===== config.mk =====
export PLATFORM = sky130hd
export DESIGN_NAME = sha1_digest_serializer
export DESIGN_NICKNAME = d
export VERILOG_FILES = /design/src/rtl/sha1_digest_serializer.sv
export SDC_FILE = /design/constraint.sdc
export NUM_CORES = 1
export LEC_CHECK = 0
export CAP_MARGIN = 0
export CORE_UTILIZATION = 54
export DETAILED_ROUTE_END_ITERATION = 8
export PLACE_DENSITY = 0.75
export SYNTH_ARGS = -nofsm -noshare
export SYNTH_HDL_FRONTEND = slang
export SYNTH_SLANG_ARGS = --single-unit

===== constraint.sdc =====
create_clock -name clk -period 7.39 [get_ports clk]
set_input_delay 2.217 -clock clk [delete_from_list [all_inputs] [get_ports clk]]
set_output_delay 2.217 -clock clk [all_outputs]
set_load 0.005 [all_outputs]

===== src/rtl/sha1_digest_serializer.sv =====
// sha1_digest_serializer: buffers sha1 result pulses in a FIFO and streams each
// one out as a 32-byte big-endian frame (id, 64-bit length, digest).
module sha1_digest_serializer #(
    parameter int DEPTH  = 4,
    parameter int DROP_W = 16
) (
    input  logic              clk,
    input  logic              rstn,
    input  logic              ivalid,
    input  logic [31:0]       iid,
    input  logic [60:0]       ilen,
    input  logic [159:0]      isha,
    output logic              tvalid,
    input  logic              tready,
    output logic              tlast,
    output logic [7:0]        tdata,
    output logic              busy,
    output logic [DROP_W-1:0] drop_cnt
);
    localparam int AW = $clog2(DEPTH);
    localparam int CW = AW + 1;
    typedef enum logic {IDLE, SEND} state_t;
    state_t            state_q;
    logic [255:0]      mem_q [DEPTH];
    logic              in_vld_q;
    logic [255:0]      in_data_q;
    logic [AW-1:0]     wr_q, rd_q;
    logic [CW-1:0]     count_q;
    logic [255:0]      frame_q;
    logic [4:0]        cnt_q;
    logic              tvalid_q, tlast_q;
    logic [DROP_W-1:0] drop_q;
    logic              full, push, xfer, last, pop;
    assign full = count_q == CW'(DEPTH);
    assign push = in_vld_q & ~full;
    assign xfer = tvalid_q & tready;
    assign last = xfer & (cnt_q == 5'd31);
    assign pop  = (count_q != '0) & ((state_q == IDLE) | last);
    assign tvalid   = tvalid_q;
    assign tlast    = tlast_q;
    assign tdata    = frame_q[255:248];
    assign busy     = (count_q != '0) | (state_q == SEND);
    assign drop_cnt = drop_q;
    always_ff @(posedge clk) begin
        if (push) mem_q[wr_q] <= in_data_q;
    end
    // Results are staged one cycle before the FIFO, so byte 0 appears two edges after capture.
    always_ff @(posedge clk or negedge rstn) begin
        if (!rstn) begin
            state_q   <= IDLE;
            in_vld_q  <= 1'b0;
            in_data_q <= '0;
            wr_q      <= '0;
            rd_q      <= '0;
            count_q   <= '0;
            frame_q   <= '0;
            cnt_q     <= '0;
            tvalid_q  <= 1'b0;
            tlast_q   <= 1'b0;
            drop_q    <= '0;
        end else begin
            in_vld_q  <= ivalid;
            in_data_q <= {iid, 3'b000, ilen, isha};
            if (push) wr_q <= wr_q + 1'b1;
            if (pop) rd_q <= rd_q + 1'b1;
            count_q <= count_q + CW'(push) - CW'(pop);
            if (in_vld_q && full && drop_q != '1) drop_q <= drop_q + 1'b1;
            // The frame register shifts left so the current byte is always its top octet.
            if (pop) begin
                frame_q  <= mem_q[rd_q];
                cnt_q    <= '0;
                tvalid_q <= 1'b1;
                tlast_q  <= 1'b0;
                state_q  <= SEND;
            end else if (last) begin
                frame_q  <= {frame_q[247:0], 8'h00};
                tvalid_q <= 1'b0;
                tlast_q  <= 1'b0;
                state_q  <= IDLE;
            end else if (xfer) begin
                frame_q <= {frame_q[247:0], 8'h00};
                cnt_q   <= cnt_q + 5'd1;
                tlast_q <= cnt_q == 5'd30;
            end
        end
    end
endmodule


### Word-level counts from Yosys, hierarchy flattened

Memories as Yosys holds them, arrays and structs flattened.
Cells that the tools add are included.

| storage, ports and cells | value |
|---|---|
| output and inout bits | 27 |
| memory bits (read-only) | 0 |
| register bits after elaboration | 540 |
| memories kept | 1 |
| latch bits | 0 |
| bits in writable memories | 1012 |
| input port bits | 257 |

Memory list:

| memory | depth | bits a word | rd ports | clocked after Yosys merged registers in | wr ports | line | source |
|---|---|---|---|---|---|---|---|
| mem_q | 4 | 253 | 1 | 0 | 1 | 24 | `logic [255:0] mem_q [DEPTH];` |

| operators by class | value |
|---|---|
| multipliers | 0 |
| equal/unequal tests | 5 |
| $add $sub $neg | 6 |
| reductions and logical operators | 7 |
| multiplexer cells | 13 |
| bitwise gates (word level) | 8 |
| shifts and indexed selects | 0 |
| div/mod/pow operators | 0 |
| magnitude comparators | 0 |

Operator list:

| kind | count |
|---|---|
| $mux 256 | 3 |
| $add 16x1->16 const B | 1 |
| $ne 16x16->1 const B | 1 |
| $mux 5 | 3 |
| $eq 5x5->1 const B | 2 |
| $mux 1 | 7 |
| $reduce_bool 3->1 | 2 |
| $add 5x1->5 const B | 1 |
| $add 2x1->2 const B | 2 |
| $and 1x1->1 | 4 |
| $reduce_bool 2->1 | 2 |
| $add 3x1->3 | 1 |
| $eq 3x3->1 const B | 1 |
| $sub 3x1->3 | 1 |
| $logic_and 1x1->1 | 2 |
| $ne 2x1->1 const B | 1 |
| $not 1->1 | 2 |
| $or 1x1->1 | 2 |
| $reduce_and 2->1 | 1 |

### Logic depth before layout (Yosys ltp)

Gate-level depths: netlist (run 1).

| depth | value |
|---|---|
| depth after elaboration | 6 |
| depth in mapped cells | 11 |
| gate-level depth less buffers | 10 |

### Worst setup path before layout (run 1)

Ideal clock, no wire load.

| timing path | value |
|---|---|
| kind | register to register |
| from | register count_q[1] |
| to | memory mem_q[0][0] (netlist bit), enable pin |
| arrival time | 6616 ps |
| path slack | 128 ps |
| buffers on the path | 0 |
| stages on the path, launching flop included | 4 |
| path through | dfrtp_1 > nor2_1 > a21boi_1 > and2_1 |

| on the way | value |
|---|---|
| cells in the longest elaborated chain, start to end | 5 |

RTL lines:

| element | line | source |
|---|---|---|
| start, declared | 28 | `logic [CW-1:0] count_q;` |
| start signal, assigned | 66 | `count_q <= count_q + CW'(push) - CW'(pop);` |
| $eq 3x3->1 | 34 | `assign full = count_q == CW'(DEPTH);` |
| $not 1->1 | 35 | `assign push = in_vld_q & ~full;` |
| $and 1x1->1 | 35 |  |
| $mux 1 | 45 | `if (push) mem_q[wr_q] <= in_data_q;` |
| $mux 1 (implied by the code) | 45 |  |
| end, declared | 24 |  |

No other way between the ends.

### Worst setup path after layout (run 1)

| timing path | value |
|---|---|
| from | register count_q[1] |
| to | output busy |

| on the way | value |
|---|---|
| cells in the longest elaborated chain, start to end | 2 |

RTL lines:

| element | line | source |
|---|---|---|
| $reduce_bool 3->1 | 42 | `assign busy = (count_q != '0) \| (state_q == SEND);` |
| $or 1x1->1 | 42 |  |
| end, declared | 17 | `output logic busy,` |

No other way between the ends.

==> results of run 1 <==
area by class of cell:
type / count / area, sq um / area share [%]
Timing Repair Buffer: 317 / 3218 / 5.022
Clock inverter: 71 / 568.0 / 0.8865
Tap cell: 1357 / 1698 / 2.650
Multi-Input combinational cell: 1115 / 10310 / 16.08
Clock buffer: 215 / 4354 / 6.795
Sequential cell: 1552 / 43910 / 68.52
Inverter: 7 / 26.28 / 0.04100
layer usage:
metal | vias up | global-route usage, %
met1 | 14432 | 31.17
met3 | 174 | 4.011
li1 | 11555 | -
met5 | - | 0
met2 | 985 | 37.93
met4 | 0 | 7.778
through the flow:
| stage | std cells | power, mW | worst slack (ns) |
|---|---|---|---|
| after floorplan | 2825 | 13.37 | 0.1284 |
| after global placement | 4348 | 14.03 | 2.590 |
| after detailed placement | 4348 | 14.19 | 2.465 |
| after CTS | 4634 | 21.67 | 2.827 |
| after global routing | 4634 | 22.26 | 2.754 |
| final | 4634 | 21.45 | 2.891 |
power by group:
group	switching [mW]	internal [mW]	total, mW
Sequential	0.502	10.8	11.3
Clock	3.24	4.23	7.47
Combinational	1.54	1.11	2.65
Total	5.29	16.2	21.4
Yosys cell counts (2+ instances only):
| cell | number |
|---|---|
| o21ai_0 | 6 |
| buf_4 | 18 |
| and4_1 | 4 |
| dfrtp_1 | 540 |
| mux4_2 | 253 |
| edfxtp_1 | 1012 |
| clkbuf_1 | 66 |
| nor3b_1 | 2 |
| xor2_1 | 12 |
| nor2_1 | 5 |
| buf_2 | 66 |
| nor3_1 | 3 |
| inv_1 | 7 |
| nand4_1 | 6 |
| o21ai_1 | 3 |
| nand2_1 | 513 |
| a22o_1 | 8 |
| nand3_1 | 3 |
| nand2b_1 | 2 |
| a22oi_1 | 245 |
| and2_1 | 5 |
| xnor2_1 | 8 |
| ha_1 | 9 |
| and3_1 | 4 |
| nor4_1 | 5 |
| or2_2 | 2 |
cell families (layout without fill, tap and decap cells):
logic type | Yosys count | count (layout)
simple gates | 560 | 560
xor+xnor | 20 | 20
compound gates | 271 | 271
buf+inv | 158 | 610
flops | 1552 | 1552
mux | 254 | 254
fa+ha+maj | 10 | 10
state kept, by name, indices dropped and copies added, names as in the netlist:
name       cells
cnt_q          5
count_q        3
drop_cnt      16
frame_q      256
in_data_q    253
in_vld_q       1
mem_q       1012
rd_q           2
tlast          1
tvalid         1
wr_q           2
worst min-delay path: stages (launching register included):
cell and delay (ns):
dfrtp_1 0.34, nand2_1 0.05, nand2_1 0.04
how the worst max path moves through the flow:
| stage | start | endpoint | slack [ns] | cells after the start |
|---|---|---|---|---|
| global route | count_q[1]$_DFF_PN0_ | busy | 2.75 | 3 |
| CTS | count_q[1]$_DFF_PN0_ | busy | 2.83 | 3 |
| detailed placement | tready | rd_q[1]$_DFFE_PN0P_ | 2.47 | 6 |
| global placement | tready | rd_q[1]$_DFFE_PN0P_ | 2.59 | 6 |
| floorplan | count_q[1]$_DFF_PN0_ | mem_q[0][0]$_DFFE_PP_ | 0.13 | 3 |
| finish | count_q[1]$_DFF_PN0_ | busy | 2.89 | 3 |
==> flow_metrics.tcl, run 1 <==
set metrics [dict create \
    tightest_slew_ns 1.767 \
    synth_top_family_by_area "multiplexers" \
    clkSinkCount 1552 \
    netlist_instances 2825 \
    synth_xor_xnor_area_share_pct 0.3189 \
    antenna_found_initial 6 \
    fin_tns_setup_ns 0 \
    hold_violations 0 \
    syn_area_sq_um 54930 \
    cts_root_buf "clkbuf_16" \
    crit_buf_inv 1 \
    critical_path_arrival_ns 2.28 \
    max_clock_freq_mhz 222.3 \
    cts_setup_buffers 0 \
    synth-edff-count 1012 \
    avgSynthCellArea_sq_um 19.44 \
    grt_overflow 0 \
    cts.clk_slew.worst_paths_ns 0.06 \
    finalCoreUtilization_pct 63.80 \
    rsz0062_at_grt "no" \
    hp-class "reg2reg" \
    routedWlPerCell_um 24.71 \
    hpwlAfterDp_um 64320 \
    cts_max_path_buffers 3 \
    timing.rr.end "frame_q[77]$_DFFE_PN0P_" \
    synth_ff_type "edfxtp_1" \
    initial_core_util_pct 54.69 \
    synth_compound_area_share_pct 3.699 \
    fin_skew_ns 0.02235 \
    nets 3412 \
    synthArstFlopShare_pct 34.79 \
    n_antenna_cell 0 \
    synth_adder_area_share_pct 0.2415 \
    yosys-top-cells-area "edfxtp_1 55%, dfrtp_1 25%, mux4_2 10%, nand2_1 3.5%, a22oi_1 3.3%" \
    critPathTopFamily "simple AND/OR/NAND/NOR gates" \
    nFillCells 6647 \
    die_y_um 320.9 \
    htreeDepth 4 \
    holdPathStages 2 \
    setup_viol 0 \
    ys_seq_elements 1552 \
    violations "slew limit" \
    p_leak_nw 23.64 \
    vdd_ir_drop_max_mv 0.2583 \
    ctsHoldBuffers 0 \
    period_needed_ns 4.499 \
    place.gp.congestion 0.8043 \
    first_global_vias 29372 \
    final_max_slew_viol_count 96 \
    drt-initial-drc-count 2577 \
    most-common-layout-cells "1012 x edfxtp_1, 538 x dfrtp_1, 513 x nand2_1" \
    synth_nets 3092 \
    synth.yosys.seq_area_share_pct 79.93 \
    final_common_cell "edfxtp_1" \
    drtAntennaViolNets 0 \
    power.density_nw_per_um2 334.7 \
    synth_top_area_share_pct 55.33 \
    rows 116 \
    grt_max_degree 170 \
    viasPerCell 5.858 \
    path_cells "nor3_1, nand2_1, clkdlybuf4s50_1" \
    post-route-drc-count 0 \
    worstPathRequired_ns 5.17 \
    hold_start "frame_q[112]$_DFFE_PN0P_" \
    synth_mux_area_share_pct 10.39 \
    io_pins 284 \
    portBuffers 283 \
    status "finished, violations left" \
    highest_layer "met4" \
    insertion_delay_ns 0.76 \
    dr_wl_met2_um 58580 \
    synth-simple-area-share_pct 4.050 \
    design_area_sq_um 64080 \
    placed_cell_area_sq_um 59160 \
    met1Wirelength_um 45810 \
    cts_tree "yes" \
    fin_crit_sh_pct 60.88 \
    vias 27146 \
    wl_met3_um 7024 \
    firstDrtPassIters 7 \
    area_growth_syn_to_layout_pct 16.67 \
    die_x_um 320.9 \
    r2r_slack_ns 3.73 \
    grt_pass1_wl_um 176900 \
    hold_end "frame_q[120]$_DFFE_PN0P_" \
    synth_largest_area_cell "edfxtp_1" \
    die-area_sq_um 103000 \
    crit_type "reg2out" \
    cts_resized 0 \
    cp_slowest_cell "nor3_1" \
    r2r_cells 8 \
    hold-worst-slack_ns 0.4667 \
    synth_warnings 0 \
    drive_gt1_share_pct 16.39 \
    track_usage_pct 22.92 \
    drv_cap 0 \
    slew_headroom_pct -17.78 \
    worstPathMaxFanout 6 \
    end_kind "output pin" \
    core_area_sq_um 100400 \
    synth_cell_type_count 44 \
    start_kind "register" \
    wirelength_um 114500 \
    slowest_delay_ns 0.49 \
    cts_buffers 152 \
    rr_startpoint "cnt_q[0]$_DFFE_PN0P_" \
]
No activity file was read; power rests on OpenSTA's default activity.
==> run 2: changes to the inputs <==
==> constraint.sdc (replaced) <==
create_clock -name clk -period 4.1 [get_ports clk]
set_input_delay 1.23 -clock clk [delete_from_list [all_inputs] [get_ports clk]]
set_output_delay 1.23 -clock clk [all_outputs]
set_load 0.005 [all_outputs]
==> run 2 against run 1 <==
  * The flow now finishes without violations
  * Total power grew 83%
  * Combinational power grew 90%
  * Sequential cell count is the same
  * Critical path depth is the same
  * Sequential power grew 81%
  * Wire length grew 1.8%
  * Largest cell class unchanged
  * Largest power group unchanged
==> flow_metrics.tcl, run 2 (same netlist as run 1, synthesis figures left out) <==
set metrics [dict create \
    status "finished clean" \
    placed_cell_area_sq_um 59760 \
    die-area_sq_um 103000 \
    die_y_um 320.9 \
    insertion_delay_ns 0.75 \
    path_cells "nor3_1, nand2_1, clkdlybuf4s50_1" \
    portBuffers 283 \
    hp-class "reg2reg" \
    antenna_found_initial 6 \
    cts_resized 0 \
    core_area_sq_um 100400 \
    ctsHoldBuffers 0 \
    firstDrtPassIters 6 \
    end_kind "output pin" \
    fin_crit_sh_pct 89.17 \
    place.gp.congestion 0.7890 \
    most-common-layout-cells "1012 x edfxtp_1, 538 x dfrtp_1, 513 x nand2_1" \
    final_max_slew_viol_count 0 \
    grt.busiest_layer "met2" \
    combPwrFrac_pct 12.8 \
    largest_reg_flops 1012 \
    io_pins 284 \
    grt_use_met1_pct 32.07 \
    slew_headroom_pct 32.18 \
    hpwlAfterDp_um 67960 \
    cts_max_path_buffers 3 \
    cp_slowest_cell "nor3_1" \
    clkSinkCount 1552 \
    drive_gt1_share_pct 16.73 \
    vdd_ir_drop_max_mv 0.3519 \
    initial_core_util_pct 54.69 \
    routedWlPerCell_um 25.00 \
    nFillCells 6623 \
    rr_startpoint "cnt_q[0]$_DFFE_PN0P_" \
    slowest_delay_ns 0.56 \
    viasPerCell 5.865 \
    vias 27350 \
    period_needed_ns 3.656 \
    hold_violations 0 \
    die_x_um 320.9 \
    critical_path_arrival_ns 2.43 \
    cts_tree "yes" \
    post-route-drc-count 0 \
    worstPathRequired_ns 2.87 \
    r2r_slack_ns 0.96 \
    power.density_nw_per_um2 605.3 \
    reg_top3 "mem_q: 1012 flops, frame_q: 256 flops, in_data_q: 253 flops" \
    htreeDepth 4 \
    worstPathMaxFanout 5 \
    largest_register "mem_q" \
    start_kind "register" \
    cts.clk_slew.worst_paths_ns 0.06 \
    setup_viol 0 \
    timing.rr.end "frame_q[35]$_DFFE_PN0P_" \
    design_area_sq_um 64740 \
    crit_type "reg2out" \
    first_global_vias 29476 \
    swShare_pct 24.11 \
    r2r_cells 9 \
    cts_root_buf "clkbuf_16" \
    area_growth_syn_to_layout_pct 17.87 \
    max_clock_freq_mhz 273.5 \
    p_leak_nw 23.93 \
    rows 116 \
    cts_buffers 151 \
    grt_max_degree 104 \
    clock_power_share_pct 35.1 \
    track_usage_pct 23.36 \
    drt-initial-drc-count 2391 \
    wirelength_um 116600 \
    fin_skew_ns 0.02136 \
    cts_setup_buffers 0 \
    grt_overflow 0 \
    tightest_slew_ns 1.017 \
    final_common_cell "edfxtp_1" \
    rsz0062_at_grt "no" \
    grt_pass1_wl_um 179600 \
    met2_usage_pct 38.43 \
    crit_path_end "busy" \
    nets 3443 \
    p_int_mw 29.74 \
    p_switching_mw 9.449 \
    use_met3_pct 4.200 \
    stdcell_count 4663 \
    startpoint "count_q[0]$_DFF_PN0_" \
    drv_cap 0 \
    dp_cells 4380 \
    p_seq_share_pct 52.0 \
    drtAntennaViolNets 0 \
]
## run 2: final cells by class
class	instances	area (sq um)	share of cell area (%)
flip-flops and latches	1552	43910	67.82
multi-input cells	1115	10310	15.92
clock buffers	220	4334	6.695
repair buffers	349	3821	5.902
well taps	1357	1698	2.623
clock inverters	62	643.1	0.9934
inverters	7	26.28	0.04059
diodes	1	2.502	0.003865
## run 2: routing by layer
metal  vias up  routed length (um)
met5         -                  10
met3       207                7451
met1     14508               46530
met2      1008               59620
li1      11625                   -
met4         2                2960
## run 2: how the worst min path moves through the flow
stage               slack (ns)                        to  depth (start not counted)                      from
floorplan                 0.44  frame_q[229]$_DFFE_PN0P_                          2  frame_q[221]$_DFFE_PN0P_
global placement          0.45  frame_q[254]$_DFFE_PN0P_                          2  frame_q[246]$_DFFE_PN0P_
detailed placement        0.46  frame_q[226]$_DFFE_PN0P_                          2  frame_q[218]$_DFFE_PN0P_
CTS                       0.47   frame_q[98]$_DFFE_PN0P_                          2   frame_q[90]$_DFFE_PN0P_
global route              0.49   frame_q[98]$_DFFE_PN0P_                          2   frame_q[90]$_DFFE_PN0P_
finish                    0.46   frame_q[81]$_DFFE_PN0P_                          2   frame_q[73]$_DFFE_PN0P_
## run 2: power groups by stage
stage | combinational, mW | sequential [mW] | clock (mW)
after global routing | 5.42 | 20.6 | 14.6
after detailed placement | 5.10 | 20.7 | 0
after floorplan | 3.24 | 20.5 | 0
final | 5.03 | 20.4 | 13.8
after CTS | 5.15 | 20.4 | 14.0
after global placement | 5.00 | 20.5 | 0
## run 2: per-stage QoR
| stage | setup TNS (ns) | utilization, % | total power, mW | setup WS, ns | hold slack [ns] |
|---|---|---|---|---|---|
| 5_1_grt | 0 | 64.46 | 40.64 | 0.3495 | 0.4904 |
| 4_1_cts | 0 | 64.46 | 39.57 | 0.3966 | 0.4682 |
| 6_report | 0 | 64.46 | 39.19 | 0.4439 | 0.4647 |
| 3_5_place_dp | 0 | 59.50 | 25.78 | 0.3956 | 0.4559 |
| 3_3_place_gp | 0 | 59.50 | 25.47 | 0.5648 | 0.4517 |
| 2_1_floorplan | -352.92 | - | 23.77 | -0.3487 | 0.4386 |
## run 2: worst max-delay path: cells and delay by family, from the launching register on
family,cells,cell delay [ns]
buf+inv,1,0.49
flops,1,0.43
simple gates,2,0.77
==> run 3: changes to the inputs <==
--- a/config.mk
+++ b/config.mk
@@ -5,10 +5,11 @@
 export SDC_FILE = /design/constraint.sdc
 export NUM_CORES = 1
 export LEC_CHECK = 0
-export CAP_MARGIN = 0
-export CORE_UTILIZATION = 54
+export ABC_AREA = 0
+export CORE_UTILIZATION = 55
+export CTS_BUF_LIST = sky130_fd_sc_hd__clkbuf_8
 export DETAILED_ROUTE_END_ITERATION = 8
-export PLACE_DENSITY = 0.75
+export PLACE_DENSITY = 0.76
 export SYNTH_ARGS = -nofsm -noshare
 export SYNTH_HDL_FRONTEND = slang
 export SYNTH_SLANG_ARGS = --single-unit
==> run 3 against run 2 <==
  * Fmax is 0.82% lower
  * First-iteration DRC count is 3.3% higher
  * Worst hold slack worse by 0.070 ns
  * Cell area is 0.53% lower
  * Clock skew is 0.019 ns higher
  * Highest routed layer unchanged
  * Largest power group unchanged
  * Sequential share of layout area is 0.36 points higher
  * Die area is 1.8% lower
  * Final cell count is 1.8% higher
  * Sequential power hardly changed
  * Global-route usage is 0.44 points lower
  * Non-clock buffer count is 6 lower
==> flow_metrics.tcl, run 3 (same netlist as run 1, synthesis figures left out) <==
set metrics [dict create \
    status "finished clean" \
    hold_violations 0 \
    die_y_um 318.0 \
    drv_cap 0 \
    crit_type "reg2out" \
    largest_reg_flops 1012 \
    largest_register "mem_q" \
    place.gp.congestion 0.8147 \
    io_pins 284 \
    drtAntennaViolNets 0 \
    routedWlPerCell_um 23.60 \
    post-route-drc-count 0 \
    p_leak_nw 24.27 \
    hp-class "in2async" \
    cts_buffers 229 \
    viasPerCell 5.766 \
    setup_viol 0 \
    cts_root_buf "clkbuf_8" \
    r2r_slack_ns 1.17 \
    portBuffers 283 \
    final_max_slew_viol_count 0 \
    rsz0062_at_grt "no" \
    reg_top3 "mem_q: 1012 flops, frame_q: 256 flops, in_data_q: 253 flops" \
    grt_pass1_wl_um 175000 \
    ctsHoldBuffers 0 \
    antenna_found_initial 11 \
    area_growth_syn_to_layout_pct 17.25 \
    pre_cts_slack_ns 0.5845 \
    final_common_cell "edfxtp_1" \
    drt-initial-drc-count 2471 \
    vdd_ir_drop_max_mv 0.3244 \
    vias 27378 \
    die-area_sq_um 101100 \
    rows 115 \
    wirelength_um 112000 \
    nets 3515 \
    cts_resized 0 \
    power.density_nw_per_um2 586.2 \
    tightest_slew_ns 1.067 \
    htreeDepth 4 \
    fin_skew_ns 0.04045 \
    fin_tns_setup_ns 0 \
    first_global_vias 29953 \
    insertion_delay_ns 0.91 \
    track_usage_pct 22.92 \
    cts.clk_slew.worst_paths_ns 0.06 \
    slew_headroom_pct 28.84 \
    cts_max_path_buffers 3 \
    end_kind "output pin" \
    fin_crit_sh_pct 89.91 \
    start_kind "register" \
    clkSinkCount 1552 \
    period_needed_ns 3.686 \
    most-common-layout-cells "1012 x edfxtp_1, 538 x dfrtp_1, 513 x nand2_1" \
    initial_core_util_pct 55.65 \
    hold-worst-slack_ns 0.3943 \
    grt_overflow 0 \
    hpwlAfterDp_um 65420 \
    max_clock_freq_mhz 271.3 \
    grt_max_degree 95 \
    worstPathMaxFanout 6 \
    drive_gt1_share_pct 18.73 \
    cts_setup_buffers 0 \
    worst_slack_ns 0.4135 \
    cts_tree "yes" \
    die_x_um 318.0 \
    worstPathRequired_ns 2.87 \
    critical_path_arrival_ns 2.46 \
    firstDrtPassIters 6 \
    core_area_sq_um 98710 \
]
[run 3: cell types whose count changed in the layout (fill, tap and decap cells not counted), moves of 3 or more]
cell,change
buf_4,-5
bufinv_16,-3
clkbuf_1,-45
clkbuf_16,-156
clkbuf_8,+258
clkinv_1,+4
diode_2,+5
inv_1,+97
inv_12,+3
inv_6,-4
inv_8,+7
[run 3: routing by layer]
| layer | GRT usage (%) | part of all wire [%] | vias to the layer above |
|---|---|---|---|
| met4 | 9.082 | 2.9 | 4 |
| li1 | - | - | 11807 |
| met5 | 0 | 0.027 | - |
| met3 | 4.490 | 6.4 | 210 |
| met2 | 37.20 | 50 | 1015 |
| met1 | 31.00 | 40 | 14342 |
[run 3: cell type report]
class	count	area [sq um]
diodes	6	15.01
multi-input cells	1115	10310
clock buffers	277	3812
well taps	1287	1610
inverters	7	26.28
clock inverters	161	957.2
repair buffers	343	3764
flip-flops and latches	1552	43910
fillers	6393	34310
[run 3: worst paths after layout]
check | cells past startpoint | from | to
worst max-delay path | 3 | count_q[1]$_DFF_PN0_ | busy
worst min-delay path | 1 | rstn | frame_q[115]$_DFFE_PN0P_
worst max register to register | 9 | cnt_q[0]$_DFFE_PN0P_ | frame_q[137]$_DFFE_PN0P_
worst min register to register | 2 | frame_q[26]$_DFFE_PN0P_ | frame_q[34]$_DFFE_PN0P_
max in group asynchronous | 2 | rstn | frame_q[246]$_DFFE_PN0P_
min in group clk | 2 | frame_q[26]$_DFFE_PN0P_ | frame_q[34]$_DFFE_PN0P_
[run 3: report_power, final]
part           switching, mW  total, mW  leakage (nW)  internal, mW
registers              0.863       20.3          16.2          19.5
logic                   2.77       4.93          5.28          2.16
clock network           5.82       12.5          2.81          6.67
[run 3: worst max-delay path, cell delays in order, from the launching register on]
cell and delay, ns:
dfrtp_1 0.44, nor3_1 0.49, nand2_1 0.18, clkdlybuf4s50_1 0.48
[run 3: per-stage QoR]
stage / util, % / total power, mW / instances / instance area [sq um]
CTS: 65.23 / 38.16 / 4742 / 64390
global placement: 60.40 / 25.40 / 4304 / 59620
floorplan: - / 23.77 / 2825 / 54930
finish: 65.24 / 37.75 / 4748 / 64400
detailed placement: 60.40 / 25.68 / 4304 / 59620
global route: 65.24 / 39.33 / 4747 / 64400
==> edit (flow settings as in run 2) <==
The parameter `DEPTH` goes from 4 to 8.
--- a/src/rtl/sha1_digest_serializer.sv
+++ b/src/rtl/sha1_digest_serializer.sv
@@ -1,7 +1,7 @@
 // sha1_digest_serializer: buffers sha1 result pulses in a FIFO and streams each
 // one out as a 32-byte big-endian frame (id, 64-bit length, digest).
 module sha1_digest_serializer #(
-    parameter int DEPTH  = 4,
+    parameter int DEPTH  = 8,
     parameter int DROP_W = 16
 ) (
     input  logic              clk,
Check against the original RTL: no difference found for any inputs over 4 cycles, from zero or initial values and one cycle with rstn low; that may be too few to reach the edited logic, so the function may still have changed.
==> edit against run 2 <==
Power grew 65%; final area grew 67%; critical path type unchanged; wire length grew 69%; synthesized cell count grew 49%; sequential cell count grew 1015; hold slack lost 0.063 ns; register-to-register slack gained 0.31 ns; largest cell class unchanged; clock skew grew 0.051 ns; worst setup slack lost 0.28 ns; area after synthesis grew 71%.
==> edit: results (changes against run 2) <==
- Critical path peak fanout: 6 (+1)
- Reg2Reg Depth: 8 (-1)
- ANT cells: 0 (-1)
- Worst-Skew Late Latency: 0.86 ns (+0.11 ns)
- Initial antenna violation count: 5 (-1)
- Fill cells: 11,302 (+71%)
- Leak: 35.8 nW (+50%)
- Worst-case vdd ir drop: 0.000421 V (+20%)
- GRT Resource Usage Total: 0.229 (-0.00422)
- Nets: 4,884 (+42%)
- Pin count of the biggest net entering global routing: 131 (+26%)
- Clock Skew: 0.0721 ns (+0.0508 ns)
- DP Worst Slack: 0.778 ns (+0.383 ns)
- Synth top cells by count: edfxtp_1 (2,024), dfrtp_1 (543), mux4_2 (506), mux2i_1 (254), nor2_1 (254)
- Synth area leaders: edfxtp_1 (65%), dfrtp_1 (14%), mux4_2 (12%)
- R2r setup slk: 1.27 ns (+0.31 ns)
- Non-filler cells, final: 7,142 (+53%)
- Number of synthesized flops with an enable pin: 2,024 (+100%)
- Dpl cells: 6,685 (+53%)
- Status: finished, final reports clean
- Tightest Hold Check Type: in -> async
- Vias in the first global route: 45,777 (+55%)
- Critical Path Start: count_q[2]
- Post-Syn Nets: 4,487 (+45%)
- Biggest regs: mem_q (2024), frame_q (256), in_data_q (253)
edit: worst min path at each step:
stage                            start      endpoint  slack, ns  cells after the start
after floorplan             frame_q[0]    frame_q[0]       0.45                      2
after global placement    frame_q[222]  frame_q[222]       0.46                      2
after detailed placement  frame_q[222]  frame_q[222]       0.47                      2
after CTS                         rstn  frame_q[104]       0.39                      1
after global routing              rstn   frame_q[91]       0.42                      1
final                             rstn   frame_q[91]       0.40                      1
edit: metal layers:
layer  vias up  GRT usage  routed length, um
met5         -          0                 26
met4         4     0.0767               6310
met3       353     0.0332              11400
met2      1564      0.388             102000
met1     23199      0.309              77700
li1      18192          -                  -
edit: kinds of logic (layout without fill, tap and decap cells):
family / count (synthesis) / count (layout) / synth area share
buffers and inverters: 249 / 863 / 0.0112
AOI/OAI and AO/OA: 275 / 275 / 0.0282
xor gates and xnor gates: 22 / 22 / 0.00206
muxes: 763 / 763 / 0.149
adders and majority gates: 12 / 12 / 0.00168
DFF: 2567 / 2567 / 0.793
and+or+nand+nor: 330 / 330 / 0.0143
edit: final cells by class:
class                      instances  share of cell area
clock inverter                    99              0.0119
inverter                          12            0.000416
tap                             2310              0.0267
timing repair buffer             394              0.0414
multi-input combinational       1402               0.170
clock buffer                     358              0.0633
sequential                      2567               0.686
edit: metrics by stage:
stage               area, um2  hold WS, ns  power (mW)   util  setup TNS [ns]
floorplan               93800        0.451        39.9      -        -7681.37
global placement       100000        0.463        42.5  0.583               0
detailed placement     100000        0.473        42.8  0.583               0
CTS                    108000        0.390        65.2  0.630               0
global route           108000        0.416        66.9  0.630               0
finish                 108000        0.402        64.6  0.630               0
edit: critical path, stage by stage, from the launching register on:
cell and delay (ns):
dfrtp_1 0.38, inv_2 0.08, ha_1 0.15, or3b_4 0.48, or2_2 0.31, clkdlybuf4s50_1 0.46
edit: power by group:
| part | total, mW | leakage (nW) | internal (mW) | switching (mW) |
|---|---|---|---|---|
| Sequential | 33.2 | 25.3 | 31.9 | 1.38 |
| Clock | 22.4 | 3.95 | 12.9 | 9.55 |
| Combinational | 8.95 | 6.55 | 4.12 | 4.83 |
| Total | 64.6 | 35.8 | 48.9 | 15.8 |
